### src/rtl/dump_pkg.sv
// -----------------------------------------------------------------------------
// dump_pkg
//
// Shared definitions for the memory dump engine and whatever top level muxes
// the data-memory bus between the CPU and the dump engine.
//
// Contents:
//   ENC_*     : raw 3-bit state encodings, usable by logic outside the engine
//   state_t   : dump engine FSM state type built on those encodings
//   nbytes()  : number of UART bytes needed to carry one data-memory word
// -----------------------------------------------------------------------------
package dump_pkg;

    localparam logic [2:0] ENC_IDLE = 3'd0;
    localparam logic [2:0] ENC_READ = 3'd1;
    localparam logic [2:0] ENC_SEND = 3'd2;
    localparam logic [2:0] ENC_WAIT = 3'd3;
    localparam logic [2:0] ENC_NEXT = 3'd4;
    localparam logic [2:0] ENC_FIN  = 3'd5;

    typedef enum logic [2:0] {
        S_IDLE = ENC_IDLE,
        S_READ = ENC_READ,
        S_SEND = ENC_SEND,
        S_WAIT = ENC_WAIT,
        S_NEXT = ENC_NEXT,
        S_FIN  = ENC_FIN
    } state_t;

    // Bytes per memory word, rounding a partial top byte up to a full byte.
    function automatic int nbytes(input int word_bits);
        return (word_bits + 7) / 8;
    endfunction

endpackage

### src/rtl/mem_dump_unit_if.sv
// -----------------------------------------------------------------------------
// mem_dump_unit_if
//
// Bundles the two buses the dump engine talks to: the combinational read port
// of the data memory and the byte handshake of the UART transmitter.
//
// Signals:
//   Mem_Rd    : read strobe to data memory
//   Mem_Addr  : read address to data memory
//   Mem_Data  : data-memory read output, valid combinationally while Mem_Rd=1
//   Tx_Data   : byte presented to the UART
//   Tx_Start  : one-cycle request to send Tx_Data
//   Tx_Done   : UART finished the current byte
//
// Modports:
//   master : the dump engine side
//   slave  : the memory/UART side
// -----------------------------------------------------------------------------
interface mem_dump_unit_if #(
    parameter int addr_bus  = 11,
    parameter int data_size = 16
);
    logic                 Mem_Rd;
    logic [addr_bus-1:0]  Mem_Addr;
    logic [data_size-1:0] Mem_Data;
    logic [7:0]           Tx_Data;
    logic                 Tx_Start;
    logic                 Tx_Done;

    modport master (
        output Mem_Rd, Mem_Addr, Tx_Data, Tx_Start,
        input  Mem_Data, Tx_Done
    );

    modport slave (
        input  Mem_Rd, Mem_Addr, Tx_Data, Tx_Start,
        output Mem_Data, Tx_Done
    );
endinterface

### src/rtl/mem_dump_unit.sv
// -----------------------------------------------------------------------------
// mem_dump_unit
//
// Read-only debug engine. On Start it walks Count words of data memory from
// Base_Addr (wrapping modulo 2**addr_bus), reads each word through the
// memory's combinational read port and streams it MSB byte first to the UART
// using a Tx_Start / Tx_Done byte handshake. Busy tells the top level to give
// the data-memory read port to this block. The block never writes memory.
//
// Ports:
//   Clk        : clock, rising edge
//   Reset      : asynchronous, active-high
//   Start      : begin a dump; only looked at while idle
//   Base_Addr  : first word address, captured when Start is accepted
//   Count      : number of words (0 .. 2**addr_bus), captured with Start
//   Busy       : dump in progress, memory read port owned by this block
//   Done       : one-cycle pulse at the end of a dump
//   bus        : memory read port + UART handshake (master side)
// -----------------------------------------------------------------------------
module mem_dump_unit
    import dump_pkg::*;
#(
    parameter int addr_bus  = 11,
    parameter int data_size = 16
) (
    input  logic                Clk,
    input  logic                Reset,
    input  logic                Start,
    input  logic [addr_bus-1:0] Base_Addr,
    input  logic [addr_bus:0]   Count,
    output logic                Busy,
    output logic                Done,
    mem_dump_unit_if.master     bus
);

    localparam int NB    = nbytes(data_size);
    localparam int SH_W  = NB * 8;
    localparam int IDX_W = $clog2(NB + 1);

    localparam logic [addr_bus-1:0] ADDR_ONE = addr_bus'(1);
    localparam logic [addr_bus:0]   CNT_ONE  = (addr_bus + 1)'(1);
    localparam logic [IDX_W-1:0]    IDX_ONE  = IDX_W'(1);

    state_t               state;
    logic [addr_bus-1:0]  addr_q;      // current word address, doubles as Mem_Addr
    logic [addr_bus:0]    remaining;   // words still to be sent, incl. current one
    logic [SH_W-1:0]      shift_q;     // current word, next byte to send on top
    logic [IDX_W-1:0]     byte_idx;    // bytes of the current word already sent
    logic [7:0]           tx_data_q;
    logic                 tx_start_q;
    logic                 mem_rd_q;
    logic                 busy_q;
    logic                 done_q;

    logic [SH_W-1:0]      word_ext;
    logic [SH_W-1:0]      shifted;
    logic [IDX_W-1:0]     next_idx;
    logic [addr_bus:0]    remaining_dec;

    // NOTE: every signal here is assigned on every evaluation with no
    // conditional path, so the block stays purely combinational (no latch).
    always_comb begin
        word_ext      = SH_W'(bus.Mem_Data);   // zero-pads a partial top byte
        shifted       = shift_q << 8;
        next_idx      = byte_idx + IDX_ONE;
        remaining_dec = remaining - CNT_ONE;
    end

    // All outputs are registered: each one is set on the edge that enters the
    // state in which it must be active, so it is valid for that whole state.
    // NOTE: state is updated with non-blocking assignments so every register
    // in this block sees the pre-edge values of the others.
    always_ff @(posedge Clk or posedge Reset) begin
        if (Reset) begin
            state      <= S_IDLE;
            addr_q     <= '0;
            remaining  <= '0;
            shift_q    <= '0;
            byte_idx   <= '0;
            tx_data_q  <= '0;
            tx_start_q <= 1'b0;
            mem_rd_q   <= 1'b0;
            busy_q     <= 1'b0;
            done_q     <= 1'b0;
        end else begin
            // Single-cycle strobes fall back to 0 unless re-asserted below.
            tx_start_q <= 1'b0;
            mem_rd_q   <= 1'b0;
            done_q     <= 1'b0;

            case (state)
                S_IDLE: begin
                    if (Start) begin
                        busy_q <= 1'b1;
                        if (Count != '0) begin
                            addr_q    <= Base_Addr;
                            remaining <= Count;
                            mem_rd_q  <= 1'b1;
                            state     <= S_READ;
                        end else begin
                            // Empty dump: no memory access, no bytes.
                            done_q <= 1'b1;
                            state  <= S_FIN;
                        end
                    end
                end

                S_READ: begin
                    // Memory data is valid this cycle; the first byte is
                    // taken straight from it so SEND can start next cycle.
                    shift_q    <= word_ext;
                    byte_idx   <= '0;
                    tx_data_q  <= word_ext[SH_W-1 -: 8];
                    tx_start_q <= 1'b1;
                    state      <= S_SEND;
                end

                S_SEND: begin
                    state <= S_WAIT;
                end

                S_WAIT: begin
                    // Tx_Done only counts here; in any other state it is
                    // either stale (after reset) or spurious.
                    if (bus.Tx_Done) begin
                        shift_q  <= shifted;
                        byte_idx <= next_idx;
                        if (int'(next_idx) < NB) begin
                            tx_data_q  <= shifted[SH_W-1 -: 8];
                            tx_start_q <= 1'b1;
                            state      <= S_SEND;
                        end else begin
                            state <= S_NEXT;
                        end
                    end
                end

                S_NEXT: begin
                    remaining <= remaining_dec;
                    if (remaining_dec == '0) begin
                        done_q <= 1'b1;
                        state  <= S_FIN;
                    end else begin
                        // Natural overflow of addr_q gives the wrap to 0.
                        addr_q   <= addr_q + ADDR_ONE;
                        mem_rd_q <= 1'b1;
                        state    <= S_READ;
                    end
                end

                S_FIN: begin
                    busy_q <= 1'b0;
                    state  <= S_IDLE;
                end

                default: begin
                    busy_q <= 1'b0;
                    state  <= S_IDLE;
                end
            endcase
        end
    end

    assign bus.Mem_Rd   = mem_rd_q;
    assign bus.Mem_Addr = addr_q;
    assign bus.Tx_Data  = tx_data_q;
    assign bus.Tx_Start = tx_start_q;
    assign Busy         = busy_q;
    assign Done         = done_q;

endmodule

### src/flat_wrapper.sv
// flat-port wrapper written by rule: the top's interface ports become plain ports
module mem_dump_unit_flat import dump_pkg::*;
#(
    parameter int addr_bus  = 11,
    parameter int data_size = 16
)
  (Clk, Reset, Start, Base_Addr, Count, Busy, Done, bus_Mem_Rd, bus_Mem_Addr, bus_Tx_Data, bus_Tx_Start, bus_Mem_Data, bus_Tx_Done);
  mem_dump_unit_if #(.addr_bus(addr_bus), .data_size(data_size)) bus_i ();
  input  logic Clk;
  input  logic Reset;
  input  logic Start;
  input  logic [addr_bus-1:0] Base_Addr;
  input  logic [addr_bus:0] Count;
  output logic Busy;
  output logic Done;
  output wire logic [$bits(bus_i.Mem_Rd)-1:0] bus_Mem_Rd;
  output wire logic [$bits(bus_i.Mem_Addr)-1:0] bus_Mem_Addr;
  output wire logic [$bits(bus_i.Tx_Data)-1:0] bus_Tx_Data;
  output wire logic [$bits(bus_i.Tx_Start)-1:0] bus_Tx_Start;
  input wire logic [$bits(bus_i.Mem_Data)-1:0] bus_Mem_Data;
  input wire logic [$bits(bus_i.Tx_Done)-1:0] bus_Tx_Done;
  assign bus_Mem_Rd = bus_i.Mem_Rd;
  assign bus_Mem_Addr = bus_i.Mem_Addr;
  assign bus_Tx_Data = bus_i.Tx_Data;
  assign bus_Tx_Start = bus_i.Tx_Start;
  assign bus_i.Mem_Data = bus_Mem_Data;
  assign bus_i.Tx_Done = bus_Tx_Done;
  mem_dump_unit #(.addr_bus(addr_bus), .data_size(data_size)) u_core (.Clk(Clk), .Reset(Reset), .Start(Start), .Base_Addr(Base_Addr), .Count(Count), .Busy(Busy), .Done(Done), .bus(bus_i));
endmodule
### config.mk
export PLATFORM = sky130hd
export DESIGN_NAME = mem_dump_unit_flat
export DESIGN_NICKNAME = d
export VERILOG_FILES = /design/src/rtl/dump_pkg.sv /design/src/rtl/mem_dump_unit_if.sv /design/src/rtl/mem_dump_unit.sv /design/src/flat_wrapper.sv
export SDC_FILE = /design/constraint.sdc
export NUM_CORES = 1
export LEC_CHECK = 0
export BUFFER_PORTS_ARGS = -buffer_cell sky130_fd_sc_hd__buf_2
export CORE_MARGIN = 2
export CORE_UTILIZATION = 40
export DETAILED_ROUTE_END_ITERATION = 7
export PLACE_DENSITY_LB_ADDON = 0.25
export REMOVE_ABC_BUFFERS = 1
export SLEW_MARGIN = 10
export SYNTH_ARGS = -nofsm -noshare
export SYNTH_HDL_FRONTEND = slang
export SYNTH_SLANG_ARGS = --single-unit
### constraint.sdc
create_clock -name Clk -period 2.8 [get_ports Clk]
set_input_delay 0.14 -clock Clk [delete_from_list [all_inputs] [get_ports Clk]]
set_output_delay 0.14 -clock Clk [all_outputs]
set_load 0.01 [all_outputs]
==> impl_metrics.sql <==
INSERT INTO impl_metrics (metric_group, metric, value, unit) VALUES
('power', 'power.share.combinational', '44.1', '%'),
('yosys', 'post_synth_xor_area_fraction', '1.32', '%'),
('placement', 'globalplace.congestion', '0.790', ''),
('cells_and_area', 'layoutNonFillerInstCount', '437', ''),
('floorplan', 'floorplan.io_pins', '66', ''),
('timing', 'grt_setup_unrepaired', 'no', ''),
('floorplan', 'initial_utilization', '41.5', '%'),
('timing', 'fmaxAchievable', '383', 'MHz'),
('cells_and_area', 'multi_input_comb_area', '1360', 'µm²'),
('timing', 'clock_skew', '10.6', 'ps'),
('worst_setup_path', 'slowest_stage', 'sky130_fd_sc_hd__or3b_4', ''),
('worst_setup_path', 'rr_startpoint', 'u_core.remaining[0]', ''),
('floorplan', 'die_width', '85.4', 'µm'),
('yosys', 'synth.area.top_cells', 'sky130_fd_sc_hd__dfrtp_1, sky130_fd_sc_hd__nor2_1, sky130_fd_sc_hd__a21oi_1', ''),
('yosys', 'ys_warnings', '0', ''),
('placement', 'dp_hpwl', '4830', 'µm'),
('grt', 'globalRouteOverflowTotal', '0', ''),
('yosys', 'synthesis.area', '2650', 'µm²'),
('drt', 'drc', '0', ''),
('yosys', 'synth_largest_type_area_fraction', '45.3', '%'),
('cells_and_area', 'fillers', '618', ''),
('clocking', 'cts_buffers', '5', ''),
('timing', 'finalSetupTns', '0', 'ps'),
('power', 'ir_drop', '456', 'µV'),
('worst_setup_path', 'max_stage_delay', '430', 'ps'),
('worst_setup_path', 'ff2ff_path_depth', '9', ''),
('worst_setup_path', 'worst-endpoint-arrival', '2840', 'ps'),
('worst_setup_path', 'critPathLaunchType', 'flop', ''),
('yosys', 'postSynthCellCount', '297', ''),
('floorplan', 'floorplan.die_area', '7290', 'µm²'),
('power', 'power.net_switching', '0.00138', 'W'),
('floorplan', 'placeable_core_region', '6390', 'µm²'),
('power', 'power_switching_share', '43.2', '%'),
('floorplan', 'die_h', '85.4', 'µm'),
('run_status', 'outcome', 'finished, final reports clean', ''),
('grt', 'grt_max_degree', '49', ''),
('power', 'total_leakage_power', '1.41', 'nW'),
('timing', 'final_period_minus_worst_setup_slack', '2610', 'ps'),
('timing', 'finalMaxSlewViolations', '0', ''),
('power', 'p_int', '0.00181', 'W'),
('drt', 'detail_route.first_pass.iterations', '4', ''),
('cells_and_area', 'register_area', '1200', 'µm²'),
('grt', 'grt_antenna_before_repair', '0', ''),
('grt', 'via_count_of_the_first_global_routing_pass', '2337', ''),
('yosys', 'asyncSetResetFlopFracSynth', '100', '%'),
('worst_setup_path', 'worstReg2RegEnd', 'u_core.bus.Mem_Addr[1]', ''),
('clocking', 'clock_tree.htree_level_count', '2', ''),
('worst_setup_path', 'critical_path.cell_chain', 'inv_1 -> ha_1 -> or3b_4 -> nor4_2 -> mux2_2 -> a211o_4 -> nand2_4 -> clkinv_4 -> a31oi_1', ''),
('worst_setup_path', 'regToRegSetupSlack', '190', 'ps'),
('cells_and_area', 'area_growth', '19.5', '%'),
('placement', 'io_buffers', '65', ''),
('timing', 'post-route-period-util', '93.2', '%'),
('yosys', 'synthAdderAreaFrac', '1.42', '%'),
('cells_and_area', 'antenna-diode-count', '0', ''),
('grt', 'grt_first_pass_wirelength', '11300', 'µm'),
('drt', 'avgViaCountPerCell', '5.65', ''),
('yosys', 'synth_top_family_by_area', 'compound AO/OA/AOI/OAI gates', ''),
('timing', 'setup_violations', '0', ''),
('clocking', 'clock_insertion_delay_worst_skew', '310', 'ps'),
('timing', 'finalHoldViolCount', '0', ''),
('worst_setup_path', 'critical_path.max_fanout', '9', ''),
('worst_setup_path', 'worstPathRequired', '3030', 'ps'),
('clocking', 'cts-root-to-sink-buffers', '2', ''),
('clocking', 'buffers_inserted_during_post_cts_setup_optimization', '0', ''),
('clocking', 'clk_pin_slew_worst_paths', '90', 'ps'),
('power', 'share_clk_of_total_power', '14.1', '%'),
('power', 'seqPwrFrac', '41.8', '%'),
('yosys', 'synth_ff_type', 'sky130_fd_sc_hd__dfrtp_1', ''),
('floorplan', 'placement_rows', '29', ''),
('yosys', 'synth-seq-area-share', '45.3', '%'),
('worst_setup_path', 'worstSetupEndpointType', 'flop', '');
[critical path, delay by kind of cell, from the launching register on]
family,cells,cell delay [ps]
simple gates,3,740
compound gates,2,550
flops,1,420
mux,1,400
fa+ha+maj,1,220
buf+inv,2,190
[worst max-delay path by stage]
stage / from / to / slack [ps] / depth (start not counted)
global route: u_core.remaining[0] / u_core.bus.Mem_Addr[7] / 80 / 9
floorplan: u_core.state[2] / u_core.bus.Mem_Addr[0] / -360 / 5
finish: u_core.remaining[0] / u_core.bus.Mem_Addr[1] / 190 / 9
global placement: u_core.remaining[0] / u_core.bus.Mem_Addr[1] / 120 / 9
detailed placement: u_core.remaining[0] / u_core.bus.Mem_Addr[7] / -20 / 9
CTS: u_core.remaining[0] / u_core.bus.Mem_Addr[7] / 40 / 9
[Yosys cell counts (all sizes together), types with 2 or more instances]
cell type and number:
nand2 23, a211oi 4, o21ai 28, o22a 3, nor4 7, o31ai 3, nor4b 2, xnor2 2
or2 2, a21boi 2, ha 3, a21oi 28, nand3 12, or3b 2, a31oi 10, dfrtp 48
buf 4, xor2 2, nor3 8, a22oi 2, a32oi 2, nor2b 3, nand4 3, clkbuf 13
nand2b 3, inv 6, nor2 39, mux2i 8, o22ai 2, a22o 9
[layer usage]
| metal | up-vias | routed length [µm] | track usage [%] |
|---|---|---|---|
| met5 | - | 0 | 0 |
| met4 | 0 | 43 | 4.33 |
| met3 | 4 | 333 | 3.31 |
| met2 | 63 | 3360 | 32.7 |
| met1 | 1185 | 3010 | 25.5 |
| li1 | 1215 | - | - |
[layout by cell type (no fill, tap or decap), types with 2 or more instances in the layout]
master,count
sky130_fd_sc_hd__buf_2,65
sky130_fd_sc_hd__dfrtp_1,48
sky130_fd_sc_hd__nor2_1,39
sky130_fd_sc_hd__a21oi_1,27
sky130_fd_sc_hd__o21ai_0,25
sky130_fd_sc_hd__nand2_1,22
sky130_fd_sc_hd__nand3_1,12
sky130_fd_sc_hd__a31oi_1,10
sky130_fd_sc_hd__a22o_1,9
sky130_fd_sc_hd__mux2i_1,8
sky130_fd_sc_hd__nor3_1,7
sky130_fd_sc_hd__buf_4,7
sky130_fd_sc_hd__clkbuf_8,6
sky130_fd_sc_hd__nor4_1,5
sky130_fd_sc_hd__inv_1,4
sky130_fd_sc_hd__o22a_1,3
sky130_fd_sc_hd__nand4_1,3
sky130_fd_sc_hd__nor2b_1,3
sky130_fd_sc_hd__nand2b_1,3
sky130_fd_sc_hd__a211oi_1,3
sky130_fd_sc_hd__o31ai_1,3
sky130_fd_sc_hd__o21ai_1,3
sky130_fd_sc_hd__ha_1,3
sky130_fd_sc_hd__inv_2,2
sky130_fd_sc_hd__o22ai_1,2
sky130_fd_sc_hd__or2_2,2
sky130_fd_sc_hd__xor2_1,2
sky130_fd_sc_hd__xnor2_1,2
sky130_fd_sc_hd__nor4b_1,2
sky130_fd_sc_hd__a21boi_0,2
sky130_fd_sc_hd__a32oi_1,2
sky130_fd_sc_hd__a22oi_1,2
[metrics by stage]
stage               hold slack [ps]  instance area [µm²]  worst slack, ps  power (W)  util (%)
floorplan                       234                 2570             -355    0.00224         -
global placement                375                 3050              123    0.00271      47.8
detailed placement              369                 3050            -19.7    0.00275      47.8
CTS                            52.7                 3160             40.9    0.00321      49.4
global route                   58.9                 3170             81.3    0.00347      49.6
finish                         54.2                 3170              190    0.00319      49.6
[state kept, by name, summed over array words and instances, names as in the netlist]
register and count:
u_core.bus.Mem_Rd 1, u_core.state 3, u_core.Done 1, u_core.bus.Tx_Data 8
u_core.byte_idx 2, u_core.bus.Tx_Start 1, u_core.Busy 1, u_core.shift_q 8
u_core.remaining 12, u_core.bus.Mem_Addr 11
[layout make-up]
type | count | area share [%]
inverters | 7 | 0.988
clock inverters | 2 | 0.435
flip-flops and latches | 48 | 37.9
multi-input cells | 225 | 43.1
repair buffers | 72 | 11.9
clock buffers | 6 | 2.61
well taps | 77 | 3.04
[logic make-up (layout without fill, tap and decap cells)]
group	count (synthesis)	after routing
DFF	48	48
xor gates and xnor gates	4	4
muxes	9	9
adders and majority gates	3	3
and+or+nand+nor	109	109
buffers and inverters	24	87
AOI/OAI and AO/OA	100	100
[timing repair]
item                       CTS  global route
hold buffers                 0             0
setup endpoints to repair    6             8
gates resized for setup      1             2
pin swaps                    0             0
[power groups by stage]
stage	combinational [W]	clock, W	sequential, W
6_report	0.00141	0.000450	0.00133
5_1_grt	0.00160	0.000492	0.00138
4_1_cts	0.00142	0.000456	0.00133
3_5_place_dp	0.00141	0	0.00134
2_1_floorplan	0.000886	0	0.00135
3_3_place_gp	0.00138	0	0.00132
Note: power is estimated with default switching activity, not from simulation.
